## src/rtl/mdu_sched_pkg.sv

```systemverilog
// mdu_sched_pkg: shared op/state encodings and divider iteration count for the MDU scheduler
package mdu_sched_pkg;
  typedef enum logic [2:0] {MULT, MULTU, DIV, DIVU, MADD, MADDU, MSUB, MSUBU} mdu_op_t;
  typedef enum logic [1:0] {S_IDLE, S_MUL, S_DIV, S_DONE} mdu_state_t;
  localparam int DIV_ITER = 32;
endpackage

```

## src/rtl/mdu_sched_if.sv

```systemverilog
// mdu_sched_if: EXE-stage pipeline <-> MDU scheduler signal bundle
interface mdu_sched_if import mdu_sched_pkg::*; ();
  logic        op_valid;
  mdu_op_t     op_code;
  logic [31:0] src_a;
  logic [31:0] src_b;
  logic [63:0] hilo_in;
  logic        flush;
  logic        exe_wr;
  logic        stall;
  logic        busy;
  logic        hilo_we;
  logic [31:0] hi_out;
  logic [31:0] lo_out;
  modport master (output op_valid, op_code, src_a, src_b, hilo_in, flush, exe_wr,
                  input  stall, busy, hilo_we, hi_out, lo_out);
  modport slave  (input  op_valid, op_code, src_a, src_b, hilo_in, flush, exe_wr,
                  output stall, busy, hilo_we, hi_out, lo_out);
endinterface

```

## src/rtl/mdu_sched_div_radix2.sv

```systemverilog
// div_radix2: iterative radix-2 restoring divider on magnitudes with a trailing sign-fix cycle
module div_radix2 #(
  parameter int ITER = 32
) (
  input  logic        clk,
  input  logic        rst_n,
  input  logic        start,
  input  logic        signed_op,
  input  logic [31:0] a,
  input  logic [31:0] b,
  input  logic        kill,
  output logic        busy,
  output logic        done,
  output logic [31:0] quotient,
  output logic [31:0] remainder
);
  logic        run_q, fix_q, nq_q, nr_q, ge;
  logic [5:0]  cnt_q;
  logic [31:0] rem_q, quo_q, d_q, abs_a, abs_b;
  logic [32:0] sh, diff;
  assign abs_a = signed_op && a[31] ? -a : a;
  assign abs_b = signed_op && b[31] ? -b : b;
  // a zero divisor always "fits", yielding all-ones quotient and |a| remainder
  assign sh    = {rem_q, quo_q[31]};
  assign diff  = sh - {1'b0, d_q};
  assign ge    = ~diff[32];
  assign busy      = run_q | fix_q;
  assign done      = fix_q;
  assign quotient  = nq_q ? -quo_q : quo_q;
  assign remainder = nr_q ? -rem_q : rem_q;
  always_ff @(posedge clk or negedge rst_n) begin
    if (!rst_n) begin
      run_q <= 1'b0;
      fix_q <= 1'b0;
      nq_q  <= 1'b0;
      nr_q  <= 1'b0;
      cnt_q <= '0;
      rem_q <= '0;
      quo_q <= '0;
      d_q   <= '0;
    end else if (kill) begin
      run_q <= 1'b0;
      fix_q <= 1'b0;
      cnt_q <= '0;
      rem_q <= '0;
      quo_q <= '0;
    end else if (start) begin
      run_q <= 1'b1;
      fix_q <= 1'b0;
      cnt_q <= '0;
      rem_q <= '0;
      quo_q <= abs_a;
      d_q   <= abs_b;
      nq_q  <= signed_op & (a[31] ^ b[31]);
      nr_q  <= signed_op & a[31];
    end else if (run_q) begin
      rem_q <= ge ? diff[31:0] : sh[31:0];
      quo_q <= {quo_q[30:0], ge};
      cnt_q <= cnt_q + 6'd1;
      run_q <= cnt_q != 6'(ITER - 1);
      fix_q <= cnt_q == 6'(ITER - 1);
    end else begin
      fix_q <= 1'b0;
    end
  end
endmodule

```

## src/rtl/mdu_sched.sv

```systemverilog
// mdu_sched: EXE-stage multiply/divide sequencer with accumulate, flush abort and single HI/LO commit
module mdu_sched import mdu_sched_pkg::*; #(
  parameter int MUL_LAT = 2
) (
  input  logic clk,
  input  logic resetn,
  mdu_sched_if.slave bus
);
  mdu_state_t  state_q;
  mdu_op_t     op_q;
  logic [31:0] a_q, b_q, hi_q, lo_q, quo, rem;
  logic [2:0]  cnt_q;
  logic [63:0] prod, acc;
  logic        sgn, is_div, start, div_busy, div_done;
  assign sgn    = ~op_q[0];
  assign is_div = bus.op_code inside {DIV, DIVU};
  assign start  = state_q == S_IDLE && bus.op_valid && !bus.flush && is_div;
  // low 64 bits of the extended product are correct for both signednesses
  assign prod = {{32{sgn & a_q[31]}}, a_q} * {{32{sgn & b_q[31]}}, b_q};
  assign acc  = op_q inside {MADD, MADDU} ? bus.hilo_in + prod :
                op_q inside {MSUB, MSUBU} ? bus.hilo_in - prod : prod;
  assign bus.stall   = state_q == S_IDLE ? bus.op_valid : state_q != S_DONE;
  assign bus.busy    = state_q == S_MUL || div_busy;
  assign bus.hilo_we = state_q == S_DONE && bus.exe_wr && !bus.flush;
  assign bus.hi_out  = hi_q;
  assign bus.lo_out  = lo_q;
  div_radix2 #(.ITER(DIV_ITER)) u_div (
    .clk       (clk),
    .rst_n     (resetn),
    .start     (start),
    .signed_op (~bus.op_code[0]),
    .a         (bus.src_a),
    .b         (bus.src_b),
    .kill      (bus.flush),
    .busy      (div_busy),
    .done      (div_done),
    .quotient  (quo),
    .remainder (rem)
  );
  always_ff @(posedge clk or negedge resetn) begin
    if (!resetn) begin
      state_q <= S_IDLE;
      op_q    <= MULT;
      a_q     <= '0;
      b_q     <= '0;
      hi_q    <= '0;
      lo_q    <= '0;
      cnt_q   <= '0;
    end else if (bus.flush) begin
      state_q <= S_IDLE;
      cnt_q   <= '0;
    end else begin
      case (state_q)
        S_IDLE: if (bus.op_valid) begin
          op_q    <= bus.op_code;
          a_q     <= bus.src_a;
          b_q     <= bus.src_b;
          cnt_q   <= is_div ? 3'd0 : 3'd1;
          state_q <= is_div ? S_DIV : S_MUL;
        end
        S_MUL: if (cnt_q == 3'(MUL_LAT)) begin
          {hi_q, lo_q} <= acc;
          cnt_q        <= '0;
          state_q      <= S_DONE;
        end else begin
          cnt_q <= cnt_q + 3'd1;
        end
        S_DIV: if (div_done) begin
          hi_q    <= rem;
          lo_q    <= quo;
          state_q <= S_DONE;
        end
        S_DONE: if (bus.exe_wr) state_q <= S_IDLE;
        default: state_q <= S_IDLE;
      endcase
    end
  end
endmodule
```

## src/flat_wrapper.sv

```systemverilog
// flat-port wrapper written by rule: the top's interface ports become plain ports
module mdu_sched_flat import mdu_sched_pkg::*;
#(
  parameter int MUL_LAT = 2
)
  (clk, resetn, bus_op_valid, bus_op_code, bus_src_a, bus_src_b, bus_hilo_in, bus_flush, bus_exe_wr, bus_stall, bus_busy, bus_hilo_we, bus_hi_out, bus_lo_out);
  mdu_sched_if bus_i ();
  input  logic clk;
  input  logic resetn;
  input wire logic [$bits(bus_i.op_valid)-1:0] bus_op_valid;
  input wire logic [$bits(bus_i.op_code)-1:0] bus_op_code;
  input wire logic [$bits(bus_i.src_a)-1:0] bus_src_a;
  input wire logic [$bits(bus_i.src_b)-1:0] bus_src_b;
  input wire logic [$bits(bus_i.hilo_in)-1:0] bus_hilo_in;
  input wire logic [$bits(bus_i.flush)-1:0] bus_flush;
  input wire logic [$bits(bus_i.exe_wr)-1:0] bus_exe_wr;
  output wire logic [$bits(bus_i.stall)-1:0] bus_stall;
  output wire logic [$bits(bus_i.busy)-1:0] bus_busy;
  output wire logic [$bits(bus_i.hilo_we)-1:0] bus_hilo_we;
  output wire logic [$bits(bus_i.hi_out)-1:0] bus_hi_out;
  output wire logic [$bits(bus_i.lo_out)-1:0] bus_lo_out;
  assign bus_i.op_valid = bus_op_valid;
  assign bus_i.op_code = bus_op_code;
  assign bus_i.src_a = bus_src_a;
  assign bus_i.src_b = bus_src_b;
  assign bus_i.hilo_in = bus_hilo_in;
  assign bus_i.flush = bus_flush;
  assign bus_i.exe_wr = bus_exe_wr;
  assign bus_stall = bus_i.stall;
  assign bus_busy = bus_i.busy;
  assign bus_hilo_we = bus_i.hilo_we;
  assign bus_hi_out = bus_i.hi_out;
  assign bus_lo_out = bus_i.lo_out;
  mdu_sched #(.MUL_LAT(MUL_LAT)) u_core (.clk(clk), .resetn(resetn), .bus(bus_i));
endmodule
```

## config.mk

```make
export PLATFORM = sky130hd
export DESIGN_NAME = mdu_sched_flat
export DESIGN_NICKNAME = d
export VERILOG_FILES = /design/src/rtl/mdu_sched_pkg.sv /design/src/rtl/mdu_sched_if.sv /design/src/rtl/mdu_sched_div_radix2.sv /design/src/rtl/mdu_sched.sv /design/src/flat_wrapper.sv
export SDC_FILE = /design/constraint.sdc
export NUM_CORES = 2
export LEC_CHECK = 0
export ABC_AREA = 1
export BUFFER_PORTS_ARGS = -buffer_cell sky130_fd_sc_hd__clkbuf_2
export CAP_MARGIN = 15
export CORE_MARGIN = 2
export CORE_UTILIZATION = 71
export DETAILED_ROUTE_END_ITERATION = 8
export PLACE_DENSITY = 0.95
export RECOVER_POWER = 50
export SETUP_SLACK_MARGIN = 0.15
export SKIP_LAST_GASP = 1
export SLEW_MARGIN = 20
export SYNTH_ARGS = -nofsm -noshare
export SYNTH_HDL_FRONTEND = slang
export SYNTH_SLANG_ARGS = --single-unit
```

## constraint.sdc

```tcl
create_clock -name clk -period 18.05 [get_ports clk]
set_input_delay 1.805 -clock clk [delete_from_list [all_inputs] [get_ports clk]]
set_output_delay 1.805 -clock clk [all_outputs]
set_load 0.005 [all_outputs]
```

; After elaboration in Yosys (flattened, before gate mapping)
; Index checks and enable logic that the tools add are counted.
[classes]
n_addsub = 9
n_eq_ne = 19
multipliers = 1
reduce_logical = 21
bitwise_logic = 10
muxes = 41
[ops]
columns = op, n
row1 = 2-to-1 mux 32 bit, 15
row2 = 2-to-1 mux 64 bit, 2
row3 = negator 32 bit, 4
row4 = case mux 32 bit (2 select lines), 2
row5 = adder 64 bit, 1
row6 = multiplier 33 x 33 -> 64 bit, 1
row7 = subtractor 64 bit, 1
row8 = subtractor 33 x 32 -> 33 bit, 1
row9 = 2-to-1 mux 6 bit, 3
row10 = == test 3 bit (second input constant), 4
row11 = 2-to-1 mux 2 bit, 6
row12 = inequality test 3 bit (second input constant), 4
row13 = == test 3 x 2 -> 1 bit (second input constant), 3
row14 = 2-to-1 mux 3 bit, 3
row15 = 2-to-1 mux 1 bit, 8
row16 = case mux 2 bit (4 select lines), 1
row17 = AND reduction 4 bit, 2
row18 = nonzero test 2 bit, 4
row19 = logical AND 1 bit, 7
row20 = adder 6 x 1 -> 6 bit (second input constant), 1
row21 = == test 6 x 5 -> 1 bit (second input constant), 1
row22 = inequality test 2 bit (second input constant), 3
row23 = inequality test 6 x 5 -> 1 bit (second input constant), 1
row24 = case mux 3 bit (2 select lines), 1
row25 = other kinds (13), 22
[word_totals]
input_bits = 136
output_inout_bits = 67
wordCells = 116
ff_bits = 242

; Logic depth before layout (Yosys ltp)
[logic_depth]
depth_word = 8
ltp_mapped = 54
depth_no_buf = 51

; Hierarchy
; Synthesis repeated with hierarchy kept, for this count alone.
[hier_totals]
hier_cells = 9611
area_unflattened_um2 = 66925.4
[by_module_without_submodules]
columns = module, cells_each, n_inst, area_per_inst_um2
row1 = mdu_sched, 7847, 1, 56322.8
row2 = div_radix2, 1764, 1, 10602.7

; Worst setup path after synthesis
; OpenSTA, ideal clock, no wires.
[synth_timing]
path_type = flip-flop to flip-flop
startpoint = register u_core.a_q[31]
endpoint = register u_core.hi_q[31], in the netlist u_core.bus.hi_out[31]
path_slack_ns = 9.282
path_buffers = 3
arrival_time_ns = 8.651
setup_ns = 0.116
period_less_slack_ns = 8.768
stages_incl_launch_ff = 44
t_required_ns = 17.934
path_cell_list = dfrtp_1 > buf_2 > clkbuf_1 > nand2_1 > nor2_1 > fa_1 > fa_1 > fa_1 > fa_1 > inv_1 > fa_1 > fa_1 > fa_1 > fa_1 > inv_1 > ha_1 > nand2_1 > nor2_1 > [... 8 more ...] > ha_1 > buf_2 > nor2_1 > inv_1 > nor2_2 > inv_1 > nor2_1 > inv_1 > nor2_1 > inv_1 > nor4_1 > nand2_1 > nand2_1 > nand3_1 > nand3_1 > nand3_1 > nand2_1 > nand2_1
[synth_between]
elab_chain_cells = 7
[synth_lines]
columns = element, line_no
row1 = start: declaration, mdu_sched.sv:11  ; logic [31:0] a_q, b_q, hi_q, lo_q, quo, rem;
row2 = start signal: assignment, mdu_sched.sv:56  ; a_q <= bus.src_a;
row3 = AND 1 bit, mdu_sched.sv:19  ; assign prod = {{32{sgn & a_q[31]}}, a_q} * {{32{sgn & b_q[31]}}, b_q};
row4 = multiplier 33 x 33 -> 64 bit *, mdu_sched.sv:19
row5 = subtractor 64 bit, mdu_sched.sv:21  ; op_q inside {MSUB, MSUBU} ? bus.hilo_in - prod : prod;
row6 = 2-to-1 mux 64 bit, mdu_sched.sv:21
row7 = 2-to-1 mux 64 bit *, mdu_sched.sv:20  ; assign acc = op_q inside {MADD, MADDU} ? bus.hilo_in + prod :
row8 = 2-to-1 mux 32 bit *, mdu_sched.sv:61  ; S_MUL: if (cnt_q == 3'(MUL_LAT)) begin
row9 = case mux 32 bit (2 select lines) *, mdu_sched.sv:53  ; case (state_q)
row10 = end signal: assignment, mdu_sched.sv:69  ; hi_q <= rem;
row11 = end: declaration, mdu_sched.sv:11
; Every way passes the cells marked *; elsewhere a longest branch is shown, timed or not. The select of a mux whose other input is x is not followed.
; A chain may end at the register's enable or synchronous reset.

; Worst setup path in the final report
[layout_timing]
startpoint = register u_core.a_q[31]
endpoint = register u_core.hi_q[25], in the netlist u_core.bus.hi_out[25]
; The elaborated chain is that of the path after synthesis.

==> results.cfg <==
[hold_path]
hold_path_class = reg -> reg

[placement]
port_buffers = 202
dp_hpwl_um = 213000
routabilityCongestion = 1.22

[detailed_routing]
viasPerCell = 6.43
num_vias = 67900
drc = 109
antenna_left = 0
drt_iter0_drc = 10500
dr.pass1.iters = 9
drt-total-wl_um = 270000
routedWlPerCell_um = 25.6

[timing]
setup_viol = 0
fin_crit_sh = 0.655
post-route-min-period_ns = 11.82
hold_viol_final = 0
tns_ns = 0
finClkSkew_ns = 0.0435
drv_slew = 313
rsz0062_at_grt = no
worst_pin_slew_ns = 7.22
fmax_mhz = 84.6
max-slew-margin-rel = -3.81

[layout]
n_fill_cell = 6762
drive_gt1_frac = 0.0528
nets = 10900
area_growth_pct = 3.76

[synth]
avgSynthCellArea_um2 = 7.09
synth_edf_count = 0
synth_cell_types = 69
synth_area_mm2 = 0.0663
syn_nets = 11000
synth_ff_type = dfrtp_1
yosys_warnings = 0
synthCells = 9345
ys_ff_latch = 242
async_flop_share = 1.00
ys_seq_area_frac = 0.0914

[critical_path]
cpMostUsedCell = nand2_1
arrival_ns = 12.38
critPathRequiredTime_ns = 18.61
cpPeakStageDelay_ns = 0.95
path_max_fanout = 30
criticalPathCategory = reg -> reg
crit_path_start_kind = flip-flop
cp-end-kind = flip-flop
cpMaxStageDelayCell = fa_1

[floorplan]
io_pins = 203
die_area_mm2 = 0.0958
rows = 112
dieWidth_um = 310
core_mm2 = 0.0929
start_util = 0.713
die_h_um = 310

[clock_network]
ctsHoldBuffers = 0
clock-sinks = 242
cts_made_buffers = 29
clock_latency_ns = 0.68
cts_resized = 0
cts_setup_buffers = 0
htreeDepth = 1
clk_pin_slew_ns = 0.07
root_buffer = clkbuf_16
clock_path_buffers = 3
tritoncts = yes

[grt]
grt_overflow = 0
antenna_found_initial = 42
grt_pass1_vias = 70100
grt_max_degree = 118
grt_pass1_wl_um = 406000
track_usage = 0.573

[outcome]
violations = DRC, capacitance limit, slew limit
status = finished, violations left

[run]
cap_violations = 4
==> area by class of cell <==
| class | instances | area (um2) | share of cell area |
|---|---|---|---|
| inverter | 2243 | 8420 | 0.122 |
| timing repair buffer | 282 | 1550 | 0.0225 |
| sequential | 242 | 6060 | 0.0882 |
| clock buffer | 39 | 833 | 0.0121 |
| antenna | 25 | 62.6 | 0.000910 |
| clock inverter | 15 | 141 | 0.00206 |
| tap | 1254 | 1570 | 0.0228 |
| multi-input combinational | 6453 | 50100 | 0.729 |
==> flip-flops by register name, indices dropped and copies added, names as in the netlist, 2 cells and up <==
register,cells
u_core.bus.hi_out,32
u_core.u_div.rem_q,32
u_core.u_div.quo_q,32
u_core.state_q,2
u_core.bus.lo_out,32
u_core.op_q,3
u_core.cnt_q,3
u_core.b_q,32
u_core.a_q,32
u_core.u_div.cnt_q,6
u_core.u_div.d_q,32
==> cell families (layout without fill, tap and decap cells) <==
logic type / after synthesis / after routing / share of synthesized area
AOI/OAI and AO/OA: 1166 / 1166 / 0.0985
xor gates and xnor gates: 130 / 130 / 0.0173
adders and majority gates: 1514 / 1514 / 0.414
buffers and inverters: 2650 / 2579 / 0.152
DFF: 242 / 242 / 0.0914
other: 0 / 25 / 0
and+or+nand+nor: 3643 / 3643 / 0.227
==> cells in the mapped netlist, types with 67 or more instances <==
cell      number  share of area
o21ai_0      417          0.031
nor3_1        70         0.0053
dfrtp_1      242          0.091
nor2_1       663          0.038
a21oi_1      445          0.034
inv_1       2191           0.12
o21ai_1       67         0.0051
nand3_1      393          0.030
xor2_1       102          0.013
fa_1        1128           0.34
ha_1         386          0.073
clkbuf_1     337          0.019
nand2_1     2282           0.13
==> stage by stage <==
stage                     std cells  area, um2  utilization  hold slack, ns  setup slack, ns
after floorplan                9345      66300            -           0.453             9.28
after global placement        10500      67800        0.730           0.455             7.17
after detailed placement      10500      67800        0.730           0.465             7.04
after CTS                     10500      68800        0.740           0.490             6.99
after global routing          10500      68700        0.740           0.509             6.05
final                         10600      68800        0.740           0.490             6.23
==> worst paths after layout <==
check                                     start               endpoint  slack (ns)  cells past startpoint
min in group asynchronous                resetn  u_core.u_div.cnt_q[0]        3.87                      1
max reg2reg                      u_core.a_q[31]  u_core.bus.hi_out[25]        6.23                     37
min reg2reg                u_core.bus.hi_out[2]   u_core.bus.hi_out[2]        0.49                      2
max                              u_core.a_q[31]  u_core.bus.hi_out[25]        6.23                     37
max in group asynchronous                resetn          u_core.a_q[7]        7.51                      3
min                        u_core.bus.hi_out[2]   u_core.bus.hi_out[2]        0.49                      2
==> cell usage in the layout, fill, tap and decap left out, drive strengths merged, types with 3 or more instances in the layout <==
| master | n |
|---|---|
| a21boi | 12 |
| a21o | 18 |
| a21oi | 458 |
| a22o | 5 |
| a31oi | 23 |
| and3 | 3 |
| buf | 78 |
| clkbuf | 243 |
| clkinv | 10 |
| clkinvlp | 3 |
| dfrtp | 242 |
| diode | 25 |
| fa | 1128 |
| ha | 386 |
| inv | 2244 |
| nand2 | 2300 |
| nand3 | 403 |
| nand3b | 17 |
| nand4 | 61 |
| nor2 | 695 |
| nor3 | 83 |
| nor4 | 30 |
| o2111ai | 6 |
| o211ai | 49 |
| o21a | 19 |
| o21ai | 496 |
| o21bai | 36 |
| o221ai | 14 |
| o22ai | 13 |
| o31ai | 6 |
| or2 | 50 |
| xnor2 | 27 |
| xor2 | 103 |
==> routing by layer <==
layer,vias up,wire length [um],global-route usage
li1,27700,-,-
met3,2406,43800,0.293
met5,-,832,0.0450
met4,54,30500,0.506
met2,6395,112000,0.815
met1,31300,83600,0.625
==> worst max-delay path: cells and delay by family (launching register included) <==
| kind | cells | cell delay (ns) |
|---|---|---|
| adders and majority gates | 10 | 6.14 |
| buffers and inverters | 5 | 0.89 |
| DFF | 1 | 0.43 |
| and+or+nand+nor | 22 | 4.19 |
Power is left out: the tool's default activity adds up to more than one toggle a clock period on the data nets, which glitch-free logic cannot reach.
